===== config.mk =====
export PLATFORM = sky130hd
export DESIGN_NAME = rev_adder_decoder
export DESIGN_NICKNAME = d
export VERILOG_FILES = /design/src/rtl/rev_pkg.sv /design/src/rtl/rev_fa_inverse.sv /design/src/rtl/rev_adder_decoder.sv
export SDC_FILE = /design/constraint.sdc
export NUM_CORES = 1
export LEC_CHECK = 0
export ABC_AREA = 1
export CAP_MARGIN = 40
export CORE_MARGIN = 2
export CORE_UTILIZATION = 45
export CTS_CLUSTER_DIAMETER = 200
export DETAILED_ROUTE_END_ITERATION = 16
export PLACE_DENSITY = 0.74
export SLEW_MARGIN = 5
export SYNTH_ARGS = -nofsm -noshare
export SYNTH_HDL_FRONTEND = slang
export SYNTH_SLANG_ARGS = --single-unit

===== constraint.sdc =====
create_clock -name clk -period 2.75 [get_ports clk]
set_input_delay 0.4125 -clock clk [delete_from_list [all_inputs] [get_ports clk]]
set_output_delay 0.4125 -clock clk [all_outputs]
set_load 0.05 [all_outputs]

===== src/rtl/rev_pkg.sv =====
// Shared constants for the reversible full-adder decoder: in_vec field
// positions and the two-state collect/hold encoding.
package rev_pkg;

    localparam int GARB0 = 3;
    localparam int GARB1 = 2;
    localparam int SUM   = 1;
    localparam int COUT  = 0;

    typedef enum logic {
        COLLECT = 1'b0,
        HOLD    = 1'b1
    } state_t;

endpackage


===== src/rtl/rev_fa_inverse.sv =====
// Combinational inverse of one reversible full-adder slice: recovers a, b, cin
// and re-derives the carry to check it against the recorded cout.
module rev_fa_inverse
    import rev_pkg::*;
(
    input  logic [3:0] v,
    output logic       a,
    output logic       b,
    output logic       c,
    output logic       expCout,
    output logic       coutOk
);

    // garb1 carries a^b and sum carries a^b^c, so xor-ing peels them apart
    assign a       = v[GARB0];
    assign b       = v[GARB0] ^ v[GARB1];
    assign c       = v[GARB1] ^ v[SUM];
    assign expCout = (v[GARB1] & c) ^ (a & b);
    assign coutOk  = (v[COUT] == expCout);

endmodule


===== src/rtl/rev_adder_decoder.sv =====
// Bit-serial decoder for the reversible adder chain: rebuilds A, B and cin
// LSB first, flags carry inconsistencies, and hands the word out on valid/ready.
module rev_adder_decoder
    import rev_pkg::*;
#(
    parameter int WIDTH = 8,
    parameter int IDXW  = $clog2(WIDTH)
) (
    input  logic             clk,
    input  logic             rst,
    input  logic             in_valid,
    output logic             in_ready,
    input  logic [3:0]       in_vec,
    output logic             out_valid,
    input  logic             out_ready,
    output logic [WIDTH-1:0] a_out,
    output logic [WIDTH-1:0] b_out,
    output logic             cin_out,
    output logic             cout_out,
    output logic             err_cout,
    output logic             err_chain,
    output logic [IDXW-1:0]  err_idx
);

    state_t          state, stateNxt;
    logic [IDXW-1:0] bitCnt;
    logic            prevCout;
    logic            sa, sb, sc, expCout, coutOk;
    logic            accept, firstSlice, lastSlice;
    logic            coutMis, chainMis, anyPrev;

    rev_fa_inverse uInv (
        .v       (in_vec),
        .a       (sa),
        .b       (sb),
        .c       (sc),
        .expCout (expCout),
        .coutOk  (coutOk)
    );

    assign accept     = in_valid & in_ready;
    assign firstSlice = (bitCnt == '0);
    assign lastSlice  = (bitCnt == IDXW'(WIDTH - 1));
    assign coutMis    = ~coutOk;
    assign chainMis   = ~firstSlice & (sc != prevCout);
    // errors left over from the previous word must not suppress err_idx capture
    assign anyPrev    = ~firstSlice & (err_cout | err_chain);

    always_ff @(posedge clk) begin
        if (rst) state <= COLLECT;
        else     state <= stateNxt;
    end

    always_comb begin
        stateNxt = state;
        case (state)
            COLLECT: if (accept && lastSlice) stateNxt = HOLD;
            HOLD:    if (out_ready)           stateNxt = COLLECT;
            default:                          stateNxt = COLLECT;
        endcase
    end

    always_comb begin
        in_ready  = (state == COLLECT);
        out_valid = (state == HOLD);
    end

    always_ff @(posedge clk) begin
        if (rst) begin
            bitCnt    <= '0;
            prevCout  <= 1'b0;
            a_out     <= '0;
            b_out     <= '0;
            cin_out   <= 1'b0;
            cout_out  <= 1'b0;
            err_cout  <= 1'b0;
            err_chain <= 1'b0;
            err_idx   <= '0;
        end else if (accept) begin
            a_out[bitCnt] <= sa;
            b_out[bitCnt] <= sb;
            prevCout      <= in_vec[COUT];
            err_cout      <= (err_cout  & ~firstSlice) | coutMis;
            err_chain     <= (err_chain & ~firstSlice) | chainMis;
            if (firstSlice) begin
                cin_out <= sc;
                err_idx <= '0;
            end else if ((coutMis | chainMis) && !anyPrev) begin
                err_idx <= bitCnt;
            end
            if (lastSlice) begin
                cout_out <= in_vec[COUT];
                bitCnt   <= '0;
            end else begin
                bitCnt   <= bitCnt + 1'b1;
            end
        end
    end

endmodule


* Word-level counts from Yosys, hierarchy flattened *
Cells that the tools add are included.
W data, S select, Z words.

operators by class
  eq/ne operators = 3
  multipliers = 0
  shifts and indexed selects = 0
  reduce and logical (&&, ||, !) cells = 9
  order comparisons = 2
  muxes and demuxes = 10
  $add $sub $neg = 1
  divide/modulo/power cells = 0
  bitwise logic cells = 17

operator list
  kind                   number
  $bwmux W8              2
  $mux W3                3
  $and A1 B1 Y1          7
  $reduce_and A2 Y1      3
  $lt A3 B4 Y1 const B   1
  $or A1 B1 Y1           4
  $add A3 B1 Y3 const B  1
  $demux W1 S3           1
  $eq A3 B3 Y1 const B   1
  $ge A3 B1 Y1 const B   1
  $logic_and A1 B1 Y1    3
  $logic_not A3 Y1       1
  $mux W1                3
  $not A1 Y1             3
  $xor A1 B1 Y1          3
  $pmux W1 S2            1
  $reduce_bool A2 Y1     1
  $eq A1 B1 Y1           1
  $logic_not A1 Y1       1
  $ne A1 B1 Y1           1

storage, ports and cells
  ROM bits = 0
  memories kept = 0
  flip-flop bits (word level) = 28
  latch bits = 0
  input port bits = 8
  bits in writable memories = 0

* Depth between registers and ports, before layout *
Gate-level depths: netlist (run 1).

  word-level depth = 9
  mapped depth = 9
  mapped depth without buffers = 9

* By module *
A second synthesis (run 1) with hierarchy kept.

unflattened totals
  cells, all modules = 171
  area, all modules = 1231.2 sq um

modules (own cells, without submodules)
  module             cells an instance  sequential area each (sq um)  area an instance (sq um)  instances
  rev_adder_decoder  158                560.5                         1167.4                    1
  rev_fa_inverse     13                 0.0                           63.8                      1

* Worst setup path before layout (run 1) *
Ideal clock, no wire load.

  path kind = register to register
  start = register state (netlist: out_valid)
  end = register a_out[6]
  arrival = 1.535 ns
  library setup time = 0.118 ns
  required time = 2.632 ns
  buffers on the path = 1
  stages on the path, launching flop included = 9
  slack = 1.097 ns
  clock period less this slack = 1.653 ns
  cells stage by stage = dfxtp_1 inv_2 nand2_2 buf_6 nor2_4 inv_2 nor2_2 o21ai_0 nor2_1

between the ends
  cells in the longest elaborated chain, start to end = 2

RTL lines
  item                            RTL line                 text
  start: declaration              rev_adder_decoder.sv:25  state_t state, stateNxt;
  start signal: assignment        rev_adder_decoder.sv:51  else state <= stateNxt;
  $not A1 Y1                      n/a
  net in_ready                    rev_adder_decoder.sv:12  output logic in_ready,
  $and A1 B1 Y1                   rev_adder_decoder.sv:41  assign accept = in_valid & in_ready;
  end signal: assignment          rev_adder_decoder.sv:72  a_out <= '0;
  end signal: indexed assignment  rev_adder_decoder.sv:80  a_out[bitCnt] <= sa;
  end: declaration                rev_adder_decoder.sv:16  output logic [WIDTH-1:0] a_out,

The timed path passes the listed nets, and every way through them passes these cells.
A chain may end at the register's enable or synchronous reset.

* Worst setup path after layout (run 1) *
  start = register err_chain
  end = output err_chain

RTL lines
  item                      RTL line                 text
  start: declaration        rev_adder_decoder.sv:21  output logic err_chain,
  start signal: assignment  rev_adder_decoder.sv:84  err_chain <= (err_chain & ~firstSlice) | chainMis;

No word-level cell between the ends.

==> results of run 1 <==
stage by stage:
stage          worst slack (ps)  cell area (um^2)  hold WS (ps)  util, %  instances
4_1_cts                   731.0              1598         491.6    59.48        218
3_3_place_gp              883.8              1562         453.4    58.13        214
5_1_grt                   677.8              1598         517.7    59.48        218
2_1_floorplan              1097              1237         462.6        -        156
6_report                  751.2              1598         485.0    59.48        218
3_5_place_dp              794.7              1562         470.9    58.13        214
registers in the layout, indices dropped and copies added, names as in the netlist:
signal     count
b_out          8
err_chain      1
a_out          8
prevCout       1
out_valid      1
bitCnt         3
cout_out       1
err_cout       1
cin_out        1
err_idx        3
cells in the final DEF, fill, tap and decap left out, types with 9 or more instances in the layout:
cell type	Yosys	layout
nand2_1	11	11
nor2_1	14	14
a21oi_1	18	18
nor2_2	9	9
o21ai_0	12	12
clkdlybuf4s50_1	0	32
inv_1	9	9
dfxtp_1	28	28
logic make-up (layout without fill, tap and decap cells):
family / count (synthesis) / count (layout) / share of synthesized area [%]
and+or+nand+nor: 64 / 64 / 27.20
AOI/OAI and AO/OA: 40 / 40 / 16.79
DFF: 28 / 28 / 45.30
buffers and inverters: 21 / 52 / 7.684
adders and majority gates: 3 / 3 / 3.034
layout make-up:
type                       count  area [um^2]  area share, %
multi-input combinational    107        581.8          36.41
sequential                    28        560.5          35.08
clock buffer                   4        36.28          2.271
timing repair buffer          32        320.3          20.05
tap                           31        38.79          2.428
inverter                      16        60.06          3.759
metal layers:
metal  GRT usage [%]  vias up  share of wire [%]
li1                -      580                  -
met1           21.97      509                 46
met2           34.55       22                 49
met3           2.995        6                3.2
met4           5.102        0                1.2
met5               0        -                  0
worst max-delay path by stage:
stage	endpoint	slack (ps)	cells past startpoint
after CTS	err_chain	730	1
after global routing	err_chain	680	1
after global placement	err_idx[0]	880	8
after detailed placement	err_idx[1]	790	7
final	err_chain	750	1
after floorplan	a_out[6]	1100	8
report_power, final:
part           switching (uW)  total (uW)  internal, uW
sequential               15.8         440           424
combinational             121         180          59.7
clock                     121         202          81.1
total                     257         822           565
==> results.cfg, run 1 <==
[run_status]
status = complete, no violations

[place]
dpl.hpwl_um = 1978
place_congestion = 0.7785
io_buffer_count = 32

[job]
max_cap_violations = 0

[setup_path]
crit_chain = clkdlybuf4s50_1
reg2reg_from = bitCnt[0]
critPathMaxFanout = 3
startpoint_type = register
rrSetupSlack_ps = 1300
worstRegToRegCells = 7
max_stage_delay_ps = 830
end_kind = output pin
cp-startpoint = err_chain
required_ps = 2340
slowest_stage = clkdlybuf4s50_1
r2r-end = err_idx[1]
crit_type = reg2out
path_buf_inv = 1
arrival_ps = 1590
critPathTopFamily = buffers and inverters

[synth]
yosysWarnings = 0
synth_edf_count = 0
synth_most_common_cell = dfxtp_1
yosysTopAreaCell = dfxtp_1
syn_inst = 156
yosys-top-cells-count = dfxtp_1, a21oi_1, nor2_1, o21ai_0, nand2_1
synth_top_area_share_pct = 45.30
syn_nets = 167
ys_ff_latch = 28
yosysUniqueCellTypes = 25
syn_area_per_cell_um2 = 7.932
synth_area_leaders = dfxtp_1, a21oi_1, o21ai_0, nor2_2, nor2_1
synth_area_mm2 = 0.001237
ys_async_sr_fraction_pct = 0
synth_top_flop_cell = dfxtp_1
yosysSeqAreaShare_pct = 45.30

[sta]
fin_skew_ps = 9.660
drv_slew = 0
max_slew_margin_pct = 65.22
finalHoldViolations = 0
setup_viol = 0
tightest_slew_ps = 521.1
period_share_pct = 72.68
fin_setup_tns_ps = 0
fmax_ghz = 0.5003
rsz0062_at_grt = false
period_needed_ps = 1999

[power]
p_leak_uw = 0.0006306
powerDensity_mw_per_mm2 = 514.6
finalPower_uw = 822.3
peakVddDrop_mv = 0.3453

[floorplan]
rows = 19
die_w_um = 56.44
die-height_um = 56.44
dieArea_mm2 = 0.003185
io_pins = 33
core_mm2 = 0.002686
start_util_pct = 46.06

[clocking]
path_clk_slew_ps = 150
cts_buffers = 3
cts_tree = yes
insertion_delay_ps = 330
post_cts_buffers = 0
cts-root-buf = clkbuf_4
ctsHtreeMaxLevel = 1
cts_resized = 0
cts_hold_buf = 0
clock_sinks = 28
clockBufferDepth = 2

[min_path]
hold_end = cout_out
hp-start = cout_out
holdPathStages = 2
hold_class = reg2reg

[global_routing]
grt.total_usage_pct = 18.67
grt-ovfl-total = 0
grt_pass1_wl_um = 4816
antenna_found_initial = 0
grt_max_degree = 21
grt_pass1_vias = 1142

[route]
firstDrtPassIters = 4
avgViaCountPerCell = 5.124
drt_iter0_drc = 15
route.detailed.drc = 0
wirelength_um = 2685
wl_per_cell_um = 12.32
vias = 1117
postRouteAntennaNets = 0

[layout]
nets = 199
syn_to_final_growth_pct = 29.12
drive_gt1_share_pct = 16.04
antenna_cells = 0
fill_cells = 260
(Power assumes the default switching activity.)
==> run 2: changes to the inputs <==
CORE_UTILIZATION = 42   (was 45)
PLACE_DENSITY = 0.73   (was 0.74)
clock period = 1.8 ns   (was 2.75 ns; I/O delays follow)
==> results.cfg, run 2 (synthesis results as in run 1) <==
[run_status]
status = complete, no violations

[floorplan]
dieArea_mm2 = 0.003397
die-height_um = 58.28
rows = 19
die_w_um = 58.28
start_util_pct = 44.49
io_pins = 33
core_mm2 = 0.002781

[clocking]
cts-root-buf = clkbuf_4
path_clk_slew_ps = 150
clock_sinks = 28
cts_buffers = 3
clockBufferDepth = 2
cts_hold_buf = 0
ctsHtreeMaxLevel = 1
insertion_delay_ps = 330
cts_tree = yes

[setup_path]
crit_type = reg2out
crit_chain = clkdlybuf4s50_1
required_ps = 1530
path_buf_inv = 1
arrival_ps = 1490
critPathTopFamily = buffers and inverters
critPathMaxFanout = 2
slowest_stage = clkdlybuf4s50_1
startpoint_type = register
max_stage_delay_ps = 800
end_kind = output pin

[place]
place_congestion = 0.7435
io_buffer_count = 32
pre_cts_ws_ps = 186.7
dpl.hpwl_um = 1981

[power]
powerDensity_mw_per_mm2 = 757.9
p_leak_uw = 0.0009617
peakVddDrop_mv = 0.5750
finalPower_uw = 1252

[global_routing]
grt_pass1_vias = 1044
grt_pass1_wl_um = 4374
grt_max_degree = 21
antenna_found_initial = 0
grt.total_usage_pct = 16.64
grt-ovfl-total = 0

[layout]
final_cell_mix = dfxtp_1, a21oi_1, dlymetal6s2s_1
layout_commonest_cell = dfxtp_1
antenna_cells = 0
reg_top3 = a_out: 8 flops, b_out: 8 flops
nets = 201
drive_gt1_share_pct = 17.99
syn_to_final_growth_pct = 33.47

[sta]
period_needed_ps = 1758
rsz0062_at_grt = false
fin_setup_tns_ps = 0
max_slew_margin_pct = 65.42
fmax_ghz = 0.5690
setup_ws_ps = 42.44
tightest_slew_ps = 517.8
period_share_pct = 97.64
drv_slew = 0
finalHoldViolations = 0
setup_viol = 0
fin_skew_ps = 7.961

[job]
max_cap_violations = 0

[route]
firstDrtPassIters = 4
drt_iter0_drc = 51
vias = 1131
avgViaCountPerCell = 5.141
postRouteAntennaNets = 0
wirelength_um = 2723
route.detailed.drc = 0
wl_per_cell_um = 12.38

[min_path]
hold_class = reg2reg
==> run 2: routing by layer <==
metal | track usage (%) | vias up | wire (um)
met3 | 2.232 | 4 | 131
met4 | 9.302 | 0 | 51
met2 | 25.20 | 28 | 1284
li1 | - | 593 | -
met5 | 0 | - | 0
met1 | 22.77 | 506 | 1255
==> run 2: worst paths after layout <==
kind	from	to	slack (ps)	cells past startpoint
worst min register to register	cout_out	cout_out	490	2
worst min-delay path	cout_out	cout_out	490	2
worst max-delay path	a_out[5]	a_out[5]	40	1
worst max register to register	bitCnt[0]	err_idx[1]	450	8
==> run 2: per-stage QoR <==
step                      cell area [um^2]  utilization (%)  std cells  hold WS, ps
after floorplan                       1237                -        156        434.4
after global placement                1572            56.50        216        456.1
after detailed placement              1572            56.50        216        467.0
after CTS                             1607            57.76        220        494.4
after global routing                  1652            59.38        220        501.0
final                                 1652            59.38        220        486.4
==> run 2: final cells by class <==
cell class / instances / area, um^2
Clock buffer: 4 / 36.28
Fill cell: 265 / 1130
Inverter: 16 / 60.06
Multi-Input combinational cell: 107 / 581.8
Sequential cell: 28 / 560.5
Tap cell: 31 / 38.79
Timing Repair Buffer: 34 / 374.1
==> run 2: report_power, final <==
| part | leakage (uW) | total [uW] | switching, uW | internal [uW] |
|---|---|---|---|---|
| logic | 0.000713 | 274 | 183 | 91.0 |
| registers | 0.000228 | 672 | 24.5 | 648 |
| clock network | 0.0000210 | 305 | 181 | 124 |
| total | 0.000962 | 1250 | 389 | 863 |
==> run 2: what timing repair did <==
| action | 4_1_cts | 5_1_grt |
|---|---|---|
| setup buffers | 0 | 0 |
| pin swaps | 0 | 0 |
| gates resized for setup | 1 | 18 |
| setup endpoints to repair | 1 | 18 |
